File: config.mk
export PLATFORM = sky130hd
export DESIGN_NAME = alu_pin_driver_flat
export DESIGN_NICKNAME = d
export VERILOG_FILES = /design/src/rtl/alu_pin_driver_if.sv /design/src/rtl/alu_pin_driver.sv /design/src/flat_wrapper.sv
export SDC_FILE = /design/constraint.sdc
export NUM_CORES = 1
export LEC_CHECK = 0
export ABC_AREA = 1
export CAP_MARGIN = 20
export CELL_PAD_IN_SITES_DETAIL_PLACEMENT = 2
export CELL_PAD_IN_SITES_GLOBAL_PLACEMENT = 2
export CORE_MARGIN = 10
export CORE_UTILIZATION = 27
export DETAILED_ROUTE_END_ITERATION = 16
export PLACE_DENSITY_LB_ADDON = 0.1
export SYNTH_ARGS = -nofsm -noshare
export SYNTH_HDL_FRONTEND = slang
export SYNTH_SLANG_ARGS = --single-unit
File: constraint.sdc
create_clock -name clk -period 4.36 [get_ports clk]
set_clock_uncertainty 0.15 [all_clocks]
set_input_delay 1.308 -clock clk [delete_from_list [all_inputs] [get_ports clk]]
set_output_delay 1.308 -clock clk [all_outputs]
set_load 0.005 [all_outputs]
File: src/rtl/alu_pin_driver_if.sv
// Host-facing command/response bundle for alu_pin_driver.
// The master side issues ALU commands and consumes captured results.
interface alu_pin_driver_if;
  logic       cmd_valid;
  logic       cmd_ready;
  logic [7:0] cmd_a;
  logic [3:0] cmd_b;
  logic [3:0] cmd_op;
  logic       cmd_chk;
  logic [7:0] cmd_exp;

  logic       rsp_valid;
  logic       rsp_ready;
  logic [7:0] rsp_data;
  logic       rsp_mismatch;

  modport master (
    output cmd_valid, cmd_a, cmd_b, cmd_op, cmd_chk, cmd_exp, rsp_ready,
    input  cmd_ready, rsp_valid, rsp_data, rsp_mismatch
  );

  modport slave (
    input  cmd_valid, cmd_a, cmd_b, cmd_op, cmd_chk, cmd_exp, rsp_ready,
    output cmd_ready, rsp_valid, rsp_data, rsp_mismatch
  );
endinterface

File: src/rtl/alu_pin_driver.sv
// Harness-side pin driver for tt_um_customalu: sequences the ALU reset, applies
// commands to ui_in/uio_in, samples uo_out after LAT cycles and returns the result.
module alu_pin_driver #(
  parameter int unsigned LAT        = 2,
  parameter int unsigned RST_CYCLES = 4,
  parameter int unsigned CNT_W      = 16
) (
  input  logic             clk,
  input  logic             rst,
  alu_pin_driver_if.slave  host,
  output logic [7:0]       dut_ui_in,
  output logic [7:0]       dut_uio_in,
  output logic             dut_ena,
  output logic             dut_rst_n,
  input  logic [7:0]       dut_uo_out,
  input  logic [7:0]       dut_uio_oe,
  output logic [CNT_W-1:0] cmd_count,
  output logic [CNT_W-1:0] err_count,
  output logic             oe_err
);

  // Shared counter covers both the reset stretch (<=255) and the latency (<=15).
  localparam int unsigned CTR_W = 8;

  if (LAT < 1 || LAT > 15) begin : g_bad_lat
    $error("alu_pin_driver: LAT must be in 1..15");
  end
  if (RST_CYCLES < 1 || RST_CYCLES > 255) begin : g_bad_rst_cycles
    $error("alu_pin_driver: RST_CYCLES must be in 1..255");
  end

  typedef enum logic [1:0] {
    RST_DUT = 2'd0,
    IDLE    = 2'd1,
    WAIT    = 2'd2,
    RESP    = 2'd3
  } state_t;

  state_t           state, state_nxt;
  logic [CTR_W-1:0] ctr, ctr_nxt;

  logic             cmd_ready_q, cmd_ready_nxt;
  logic             rsp_valid_q, rsp_valid_nxt;
  logic [7:0]       rsp_data_q, rsp_data_nxt;
  logic             rsp_mismatch_q, rsp_mismatch_nxt;
  logic             chk_q, chk_nxt;
  logic [7:0]       exp_q, exp_nxt;

  logic [7:0]       ui_nxt, uio_nxt;
  logic             ena_nxt, rst_n_nxt;
  logic [CNT_W-1:0] cmd_count_nxt, err_count_nxt;
  logic             oe_err_nxt;
  logic             mismatch_c;

  assign host.cmd_ready    = cmd_ready_q;
  assign host.rsp_valid    = rsp_valid_q;
  assign host.rsp_data     = rsp_data_q;
  assign host.rsp_mismatch = rsp_mismatch_q;

  assign mismatch_c = chk_q && (dut_uo_out != exp_q);

  // Next-state and next-output logic; every register holds by default.
  always_comb begin
    state_nxt        = state;
    ctr_nxt          = ctr;
    cmd_ready_nxt    = cmd_ready_q;
    rsp_valid_nxt    = rsp_valid_q;
    rsp_data_nxt     = rsp_data_q;
    rsp_mismatch_nxt = rsp_mismatch_q;
    chk_nxt          = chk_q;
    exp_nxt          = exp_q;
    ui_nxt           = dut_ui_in;
    uio_nxt          = dut_uio_in;
    ena_nxt          = dut_ena;
    rst_n_nxt        = dut_rst_n;
    cmd_count_nxt    = cmd_count;
    err_count_nxt    = err_count;
    oe_err_nxt       = oe_err;

    case (state)
      RST_DUT: begin
        rst_n_nxt = 1'b0;
        ena_nxt   = 1'b0;
        if (ctr == CTR_W'(RST_CYCLES - 1)) begin
          rst_n_nxt     = 1'b1;
          ena_nxt       = 1'b1;
          cmd_ready_nxt = 1'b1;
          ctr_nxt       = '0;
          state_nxt     = IDLE;
        end else begin
          ctr_nxt = ctr + CTR_W'(1);
        end
      end

      IDLE: begin
        if (host.cmd_valid && cmd_ready_q) begin
          ui_nxt        = host.cmd_a;
          uio_nxt       = {host.cmd_op, host.cmd_b};
          chk_nxt       = host.cmd_chk;
          exp_nxt       = host.cmd_exp;
          cmd_count_nxt = cmd_count + CNT_W'(1);
          cmd_ready_nxt = 1'b0;
          ctr_nxt       = CTR_W'(1);
          state_nxt     = WAIT;
        end
      end

      WAIT: begin
        if (ctr == CTR_W'(LAT)) begin
          rsp_data_nxt     = dut_uo_out;
          rsp_mismatch_nxt = mismatch_c;
          if (mismatch_c && (err_count != '1)) begin
            err_count_nxt = err_count + CNT_W'(1);
          end
          if (dut_uio_oe != 8'h00) begin
            oe_err_nxt = 1'b1;
          end
          rsp_valid_nxt = 1'b1;
          ctr_nxt       = '0;
          state_nxt     = RESP;
        end else begin
          ctr_nxt = ctr + CTR_W'(1);
        end
      end

      RESP: begin
        if (host.rsp_ready) begin
          rsp_valid_nxt = 1'b0;
          cmd_ready_nxt = 1'b1;
          state_nxt     = IDLE;
        end
      end

      default: begin
        state_nxt = RST_DUT;
        ctr_nxt   = '0;
      end
    endcase
  end

  // State and registered outputs; rst drops everything including the ALU reset line.
  always_ff @(posedge clk or posedge rst) begin
    if (rst) begin
      state          <= RST_DUT;
      ctr            <= '0;
      cmd_ready_q    <= 1'b0;
      rsp_valid_q    <= 1'b0;
      rsp_data_q     <= 8'h00;
      rsp_mismatch_q <= 1'b0;
      chk_q          <= 1'b0;
      exp_q          <= 8'h00;
      dut_ui_in      <= 8'h00;
      dut_uio_in     <= 8'h00;
      dut_ena        <= 1'b0;
      dut_rst_n      <= 1'b0;
      cmd_count      <= '0;
      err_count      <= '0;
      oe_err         <= 1'b0;
    end else begin
      state          <= state_nxt;
      ctr            <= ctr_nxt;
      cmd_ready_q    <= cmd_ready_nxt;
      rsp_valid_q    <= rsp_valid_nxt;
      rsp_data_q     <= rsp_data_nxt;
      rsp_mismatch_q <= rsp_mismatch_nxt;
      chk_q          <= chk_nxt;
      exp_q          <= exp_nxt;
      dut_ui_in      <= ui_nxt;
      dut_uio_in     <= uio_nxt;
      dut_ena        <= ena_nxt;
      dut_rst_n      <= rst_n_nxt;
      cmd_count      <= cmd_count_nxt;
      err_count      <= err_count_nxt;
      oe_err         <= oe_err_nxt;
    end
  end

endmodule

File: src/flat_wrapper.sv
// flat-port wrapper written by rule: the top's interface ports become plain ports
module alu_pin_driver_flat 
#(
  parameter int unsigned LAT        = 2,
  parameter int unsigned RST_CYCLES = 4,
  parameter int unsigned CNT_W      = 16
)
  (clk, rst, dut_ui_in, dut_uio_in, dut_ena, dut_rst_n, dut_uo_out, dut_uio_oe, cmd_count, err_count, oe_err, host_cmd_valid, host_cmd_a, host_cmd_b, host_cmd_op, host_cmd_chk, host_cmd_exp, host_rsp_ready, host_cmd_ready, host_rsp_valid, host_rsp_data, host_rsp_mismatch);
  alu_pin_driver_if host_i ();
  input  logic clk;
  input  logic rst;
  output logic [7:0] dut_ui_in;
  output logic [7:0] dut_uio_in;
  output logic dut_ena;
  output logic dut_rst_n;
  input  logic [7:0] dut_uo_out;
  input  logic [7:0] dut_uio_oe;
  output logic [CNT_W-1:0] cmd_count;
  output logic [CNT_W-1:0] err_count;
  output logic oe_err;
  input wire logic [$bits(host_i.cmd_valid)-1:0] host_cmd_valid;
  input wire logic [$bits(host_i.cmd_a)-1:0] host_cmd_a;
  input wire logic [$bits(host_i.cmd_b)-1:0] host_cmd_b;
  input wire logic [$bits(host_i.cmd_op)-1:0] host_cmd_op;
  input wire logic [$bits(host_i.cmd_chk)-1:0] host_cmd_chk;
  input wire logic [$bits(host_i.cmd_exp)-1:0] host_cmd_exp;
  input wire logic [$bits(host_i.rsp_ready)-1:0] host_rsp_ready;
  output wire logic [$bits(host_i.cmd_ready)-1:0] host_cmd_ready;
  output wire logic [$bits(host_i.rsp_valid)-1:0] host_rsp_valid;
  output wire logic [$bits(host_i.rsp_data)-1:0] host_rsp_data;
  output wire logic [$bits(host_i.rsp_mismatch)-1:0] host_rsp_mismatch;
  assign host_i.cmd_valid = host_cmd_valid;
  assign host_i.cmd_a = host_cmd_a;
  assign host_i.cmd_b = host_cmd_b;
  assign host_i.cmd_op = host_cmd_op;
  assign host_i.cmd_chk = host_cmd_chk;
  assign host_i.cmd_exp = host_cmd_exp;
  assign host_i.rsp_ready = host_rsp_ready;
  assign host_cmd_ready = host_i.cmd_ready;
  assign host_rsp_valid = host_i.rsp_valid;
  assign host_rsp_data = host_i.rsp_data;
  assign host_rsp_mismatch = host_i.rsp_mismatch;
  alu_pin_driver #(.LAT(LAT), .RST_CYCLES(RST_CYCLES), .CNT_W(CNT_W)) u_core (.clk(clk), .rst(rst), .host(host_i), .dut_ui_in(dut_ui_in), .dut_uio_in(dut_uio_in), .dut_ena(dut_ena), .dut_rst_n(dut_rst_n), .dut_uo_out(dut_uo_out), .dut_uio_oe(dut_uio_oe), .cmd_count(cmd_count), .err_count(err_count), .oe_err(oe_err));
endmodule
[Word level (Yosys, flattened, before mapping)]
Index checks and enable logic that the tools add are counted.
Word-level totals
  register bits: 80
  input port bits: 45
  output and inout port bits: 62
  word-level logic and storage cells: 61
Operators by class
  add/subtract/negate cells: 3
  eq/ne operators: 11
  mux-type cells: 17
  reduce and logical (&&, ||, !) cells: 16
Operators by type and width (count)
  $add A16 B1 Y16 const B: 2
  $mux W8: 3
  $pmux W8 S3: 1
  $eq A8 B2 Y1 const B: 2
  $ne A16 B16 Y1 const B: 1
  $reduce_and A3 Y1: 3
  $add A8 B1 Y8 const B: 1
  $mux W2: 4
  $ne A8 B8 Y1: 1
  $pmux W2 S4: 1
  $reduce_and A4 Y1: 2
  $reduce_bool A8 Y1: 1
  $mux W1: 6
  $ne A2 B1 Y1 const B: 3
  $reduce_and A2 Y1: 3
  $reduce_bool A3 Y1: 2
  $eq A2 B2 Y1 const B: 2
  $logic_and A1 B1 Y1: 3
  $pmux W1 S3: 1
  $eq A2 B1 Y1 const B: 1
  $logic_not A2 Y1: 1
  $ne A2 B2 Y1 const B: 1
  $pmux W1 S2: 1
  $reduce_bool A2 Y1: 1

[Longest topological paths before layout]
Gate-level depths: netlist of the first run.
  depth after elaboration: 4
  gate-level depth with buffers: 10
  depth with buffers taken out: 10

[Worst setup path before layout of the first run]
OpenSTA, ideal clock, no wires.
  path kind: input-to-reg
  start: input port dut_uo_out[4]
  end: register u_core.err_count[11]
  library setup time: 0.118 ns
  arrival time: 2.122 ns
  data required time: 4.092 ns
  setup slack: 1.969 ns
  stages on the path: 10
  path buffers: 1
  cell sequence: inv_1 nand2_1 nand2_1 nand3_1 nor2_1 nand2_1 clkbuf_1 nand4_1 nand2_1 nand2_1
Between the ends
  cells in the longest elaborated chain, start to end: 4
Ends and longest elaborated chain
  start: declaration: line flat_wrapper.sv:16  | input logic [7:0] dut_uo_out;
  $ne A8 B8 Y1: line alu_pin_driver.sv:60  | assign mismatch_c = chk_q && (dut_uo_out != exp_q);
  $logic_and A1 B1 Y1: line alu_pin_driver.sv:60
  $logic_and A1 B1 Y1: line alu_pin_driver.sv:112  | if (mismatch_c && (err_count != '1)) begin
  $reduce_and A3 Y1 (no source line)
  end signal: assignment: line alu_pin_driver.sv:173  | err_count <= err_count_nxt;
  end: declaration: line alu_pin_driver.sv:18  | output logic [CNT_W-1:0] err_count,
Every way passes these cells.
A chain may end at the register's enable or synchronous reset.

[Final worst setup path of the first run]
  start: input port dut_uo_out[1]
  end: register u_core.err_count[0]
The elaborated chain is that of the path after synthesis.

==> flow_metrics.tcl, run 1 <==
set metrics [dict create \
    outcome "complete, no violations" \
    ant_nets 0 \
    layout-drive-gt1-share 0.05556 \
    cts.sink_count 80 \
    ys_warn_count 0 \
    grt_pass1_wl_microns 21860 \
    max_stage_delay_ps 520 \
    synth-main-ff-cell "dfrtp_1" \
    core_sq_um 14480 \
    drv_slew 0 \
    cts-root-buf "clkbuf_16" \
    io_buffers 106 \
    power.density_nw_per_um2 527.2 \
    setup_violations 0 \
    cts_resized 0 \
    rsz0062_at_grt "false" \
    leakagePower_nw 2.726 \
    path_class "in -> reg" \
    layout_worst_path_cycle_share 0.7033 \
    rr_worst_depth 8 \
    viasPerCell 4.565 \
    critPathBufInv 2 \
    tritoncts "built" \
    final_hold_viol_count 0 \
    syn-cell-area_sq_um 3971 \
    fillers 1669 \
    cts_setup_buffers 0 \
    grt_max_degree 31 \
    synth_fp_nets 552 \
    dp_hpwl_microns 9881 \
    synth_edf_count 0 \
    max-slew-margin-rel 0.5273 \
    synth_cell_types 29 \
    multi_input_area_sq_um 1640 \
    syn_inst 498 \
    antenna_found_initial 0 \
    place_area_sq_um 5251 \
    drv_cap 0 \
    htreeDepth 3 \
    required_ps 4430 \
    syn_to_final_growth_pct 39.29 \
    clock_latency_ps 340 \
    worstPathCellList "clkdlybuf4s50_1 -> inv_1 -> nand2_1 -> nand2_1 -> nand2_1 -> nor2_1 -> nand2_1 -> and2_4 -> nand2_1 -> nand2_1 -> nand2_1" \
    worst-path-stages 11 \
    die_h_microns 141.3 \
    grt_overflow 0 \
    crit_path_frequent_cell "nand2_1" \
    regArea_sq_um 2002 \
    period_needed_ps 3066 \
    design_area_sq_um 5532 \
    die_x_microns 141.3 \
    crit_family "simple AND/OR/NAND/NOR gates" \
    endpoint_kind "register" \
    fmax_mhz 326.1 \
    hold_path_class "reg -> reg" \
    holdWs_ps 325.2 \
    wire_per_inst_microns 16.23 \
    diodes 0 \
    worstMarginPinSlew_ps 707.3 \
    syn_area_per_cell_sq_um 7.975 \
    num_rows 44 \
    fin_tns_setup_ps 0 \
    cp_data_arrival_time_ps 3140 \
    cts.reportedPaths.clkPinSlew_ps 60 \
    num_vias 3634 \
    finalWirelength_microns 12920 \
    critPathSlowestCell "clkdlybuf4s50_1" \
    io_pins 107 \
    hold_depth 1 \
    path_max_fanout 15 \
    start_util 0.2743 \
    ys_async_sr_fraction 1.000 \
    routabilityCongestion 0.7740 \
    cts_buffers 9 \
    start_kind "primary input" \
    synth-seq-cells 80 \
    dr.pass1.iters 4 \
    initialDrtViolationCount 116 \
    grt_pass1_vias 4223 \
    dieArea_sq_um 19960 \
    final_nets 662 \
    ctsLongestPathBuffers 2 \
    seq_area_frac_synth 0.5041 \
    ctsHoldBuffers 0 \
    peakVddDrop_mv 0.2046 \
    remaining_drc_errors 0 \
    track_usage 0.1351 \
]
## metal layers
metal / vias up / routed length (microns) / track usage
met1: 1794 / 5384 / 0.1488
met5: - / 0 / 0
met3: 12 / 984 / 0.05507
li1: 1756 / - / -
met4: 0 / 150 / 0.04402
met2: 72 / 6399 / 0.2312
## registers in the layout, summed over array words and instances, names as in the netlist, 2 cells and up
register,count
u_core.err_count,16
u_core.cmd_count,16
u_core.ctr,8
u_core.dut_ui_in,8
u_core.exp_q,8
u_core.dut_uio_in,8
u_core.host.rsp_data,8
u_core.state,2
## power by group
group / leakage (nW) / total [mW] / internal, mW / switching [mW]
logic: 1.57 / 1.06 / 0.510 / 0.552
registers: 1.02 / 1.11 / 0.958 / 0.148
clock network: 0.137 / 0.749 / 0.442 / 0.307
## synthesized netlist by cell type, types with 2 or more instances
library cell    n  area, sq um
nand4_1        27        168.9
xnor2_1         9        78.83
a21oi_1         5        25.02
buf_4           2        15.01
nor2_4          2        22.52
clkbuf_1        7        26.28
dfrtp_1        80         2002
nand2_1       173        649.4
o21ai_0        20        100.1
ha_1            9        112.6
nand3_2         2        20.02
xor2_1         11        96.34
buf_2           2        10.01
nor3_1          6        30.03
inv_1          68        255.2
nor2_2          4        25.02
nor2_1         47        176.4
o22ai_1         2        12.51
inv_2           3        11.26
nand3_1         9        45.04
nor4_1          2        12.51
## placed cells by master, fill, tap and decap left out
master,count
a21o_1,1
a21oi_1,5
and2_1,1
and2_4,1
buf_12,1
buf_4,4
bufinv_16,1
clkbuf_1,3
clkbuf_16,9
clkdlybuf4s50_1,106
clkinv_2,2
clkinv_4,1
dfrtp_1,80
ha_1,9
inv_1,67
inv_2,3
nand2_1,173
nand2_2,1
nand3_1,9
nand3_2,2
nand3_4,1
nand4_1,27
nand4_2,1
nor2_1,47
nor2_2,4
nor2_4,2
nor3_1,6
nor4_1,2
o21ai_0,20
o22ai_1,2
or2_2,1
xnor2_1,9
xor2_1,11
## final timing paths
path | startpoint | to | slack [ps]
worst max-delay path | dut_uo_out[1] | u_core.err_count[0] | 1290
worst max register to register | u_core.err_count[1] | u_core.err_count[5] | 1900
worst min-delay path | u_core.oe_err | u_core.oe_err | 330
max in group asynchronous | rst | u_core.host.rsp_data[1] | 2210
worst min register to register | u_core.oe_err | u_core.oe_err | 330
min in group asynchronous | rst | u_core.host.cmd_ready | 1180
## cell families (layout without fill, tap and decap cells)
logic type      count (synthesis)  after routing  synth area share
buf+inv                        83            197           0.08286
simple gates                  278            278            0.3040
compound gates                 28             28           0.03655
flops                          80             80            0.5041
fa+ha+maj                       9              9           0.02836
xor+xnor                       20             20           0.04411
## area by class of cell
cell class,instances,area share
clock buffers,12,0.04275
flip-flops and latches,80,0.3619
inverters,71,0.04841
repair buffers,111,0.2009
well taps,184,0.04162
multi-input cells,335,0.2965
clock inverters,3,0.007917
## per-stage QoR
| step | instances | total power, mW | util | worst slack [ps] |
|---|---|---|---|---|
| 2_1_floorplan | 498 | 1.629 | - | 850.3 |
| 3_3_place_gp | 781 | 2.155 | 0.3627 | 1004 |
| 3_5_place_dp | 781 | 2.215 | 0.3627 | 923.4 |
| 4_1_cts | 796 | 2.990 | 0.3820 | 1274 |
| 5_1_grt | 796 | 3.184 | 0.3820 | 1128 |
| 6_report | 796 | 2.916 | 0.3820 | 1294 |
No activity file was read; power rests on OpenSTA's default activity.
==> run 2: changes to the inputs <==
- clock period: 4.36 -> 3.2 ns (I/O delays scaled with it)
==> run 2 against run 1 <==
  * Register-to-register slack got worse by 1200 ps
  * Core utilization up 0.28 points
  * Worst hold slack worse by 9.6 ps
  * Sequential cell count did not move
  * Power increased by 38%
  * First-iteration DRC count shrank 20%
  * Final cell count grew 0.50%
  * Critical path type is now reg -> reg
  * Via count about the same
  * Global-route usage grew 0.29 points
  * Combinational power is 37% higher
==> flow_metrics.tcl, run 2 (synthesized netlist as in run 1, its figures left out) <==
set metrics [dict create \
    cts_resized 0 \
    remaining_drc_errors 0 \
    final_cell_mix "nand2_1, clkdlybuf4s50_1, dfrtp_1" \
    io_pins 107 \
    fmax_mhz 399.5 \
    grt_overflow 0 \
    reg_top3 "u_core.cmd_count (16), u_core.err_count (16)" \
    start_kind "register" \
    setup_violations 0 \
    num_vias 3632 \
    min-delay-start "u_core.oe_err" \
    final_nets 665 \
    leakagePower_nw 2.736 \
    finalWirelength_microns 13340 \
    peakVddDrop_mv 0.3878 \
    final_hold_viol_count 0 \
    power.density_nw_per_um2 722.6 \
    clock_latency_ps 350 \
    drv_cap 0 \
    ctsHoldBuffers 0 \
    cp_data_arrival_time_ps 2580 \
    rsz0062_at_grt "false" \
    routabilityCongestion 0.7451 \
    cts_buffers 9 \
    max_stage_delay_ps 420 \
    cts_setup_buffers 0 \
    max-slew-margin-rel 0.5121 \
    final_common_cell "nand2_1" \
    ctsLongestPathBuffers 2 \
    crit_path_frequent_cell "nand2_1" \
    diodes 0 \
    cts.sink_count 80 \
    initialDrtViolationCount 93 \
    dr.pass1.iters 4 \
    path_class "reg -> reg" \
    total_power_mw 4.026 \
    num_rows 44 \
    layout-drive-gt1-share 0.06494 \
    die_x_microns 141.3 \
    start_util 0.2743 \
    outcome "complete, no violations" \
    worstPathCellList "inv_1 -> ha_1 -> inv_1 -> nor2_2 -> nand3_4 -> nor2_4 -> and2_4 -> nand2_1 -> nand2_1 -> nand2_1" \
    cts-root-buf "clkbuf_16" \
    antenna_found_initial 0 \
    cts.reportedPaths.clkPinSlew_ps 70 \
    required_ps 3280 \
    grt_max_degree 36 \
    ant_nets 0 \
    worstMarginPinSlew_ps 730.2 \
    fillers 1654 \
    grt_pass1_wl_microns 22000 \
    layout_worst_path_cycle_share 0.7822 \
    path_max_fanout 18 \
    fin_tns_setup_ps 0 \
    core_sq_um 14480 \
    dieArea_sq_um 19960 \
    r2r-start "u_core.ctr[0]" \
    track_usage 0.1380 \
    die_h_microns 141.3 \
    io_buffers 106 \
    endpoint_kind "register" \
    drv_slew 0 \
    hold_path_class "reg -> reg" \
    critPathSlowestCell "nor2_4" \
    period_needed_ps 2503 \
    viasPerCell 4.540 \
    dp_hpwl_microns 9769 \
    tritoncts "built" \
    grt_pass1_vias 4125 \
    htreeDepth 3 \
    wire_per_inst_microns 16.68 \
    crit_start "u_core.ctr[0]" \
    syn_to_final_growth_pct 40.30 \
]
## run 2: cell types whose count changed in the layout (fill, tap and decap cells not counted), sizes merged
| cell | previous run | this run |
|---|---|---|
| inv | 70 | 71 |
| buf | 5 | 8 |
| clkinv | 3 | 1 |
| clkbuf | 12 | 10 |
| clkinvlp | 0 | 4 |
## run 2: per-layer routing
metal,global-route usage,up-vias,share of wire
li1,-,1761,-
met1,0.1548,1791,0.42
met2,0.2302,70,0.49
met3,0.06342,10,0.077
met4,0.03859,0,0.010
met5,0,-,0
## run 2: worst paths after layout
kind	endpoint	cells after the start	slack (ps)
worst max register to register	u_core.err_count[1]	10	700
max in group asynchronous	u_core.err_count[15]	3	1420
worst min register to register	u_core.oe_err	1	320
worst max-delay path	u_core.err_count[1]	10	700
worst min-delay path	u_core.oe_err	1	320
min in group asynchronous	u_core.dut_ui_in[6]	2	830
## run 2: layout make-up
| cell class | instances | area [sq um] | share of cell area |
|---|---|---|---|
| Sequential cell | 80 | 2002 | 0.3593 |
| Clock buffer | 10 | 229.0 | 0.04110 |
| Inverter | 71 | 267.8 | 0.04806 |
| Clock inverter | 6 | 68.82 | 0.01235 |
| Tap cell | 184 | 230.2 | 0.04132 |
| Timing Repair Buffer | 114 | 1134 | 0.2035 |
| Multi-Input combinational cell | 335 | 1640 | 0.2944 |
## run 2: worst max-delay path: cells and delay by family, from the launching register on
family / cells / cell delay, ps
flops: 1 / 400
buf+inv: 2 / 160
fa+ha+maj: 1 / 160
simple gates: 7 / 1490
## run 2: per-stage QoR
step	utilization	instances	hold slack, ps	cell area, sq um	worst slack [ps]
after floorplan	-	498	314.7	3971	38.26
after global placement	0.3642	784	301.6	5274	499.2
after detailed placement	0.3642	784	308.4	5274	433.0
after CTS	0.3848	800	322.9	5572	686.6
after global routing	0.3848	800	342.0	5572	462.8
final	0.3848	800	315.6	5572	696.9
## run 2: report_power, final
part | internal [mW] | total, mW | leakage [nW] | switching [mW]
Combinational | 0.696 | 1.45 | 1.59 | 0.750
Sequential | 1.30 | 1.51 | 1.02 | 0.208
Clock | 0.608 | 1.07 | 0.131 | 0.459
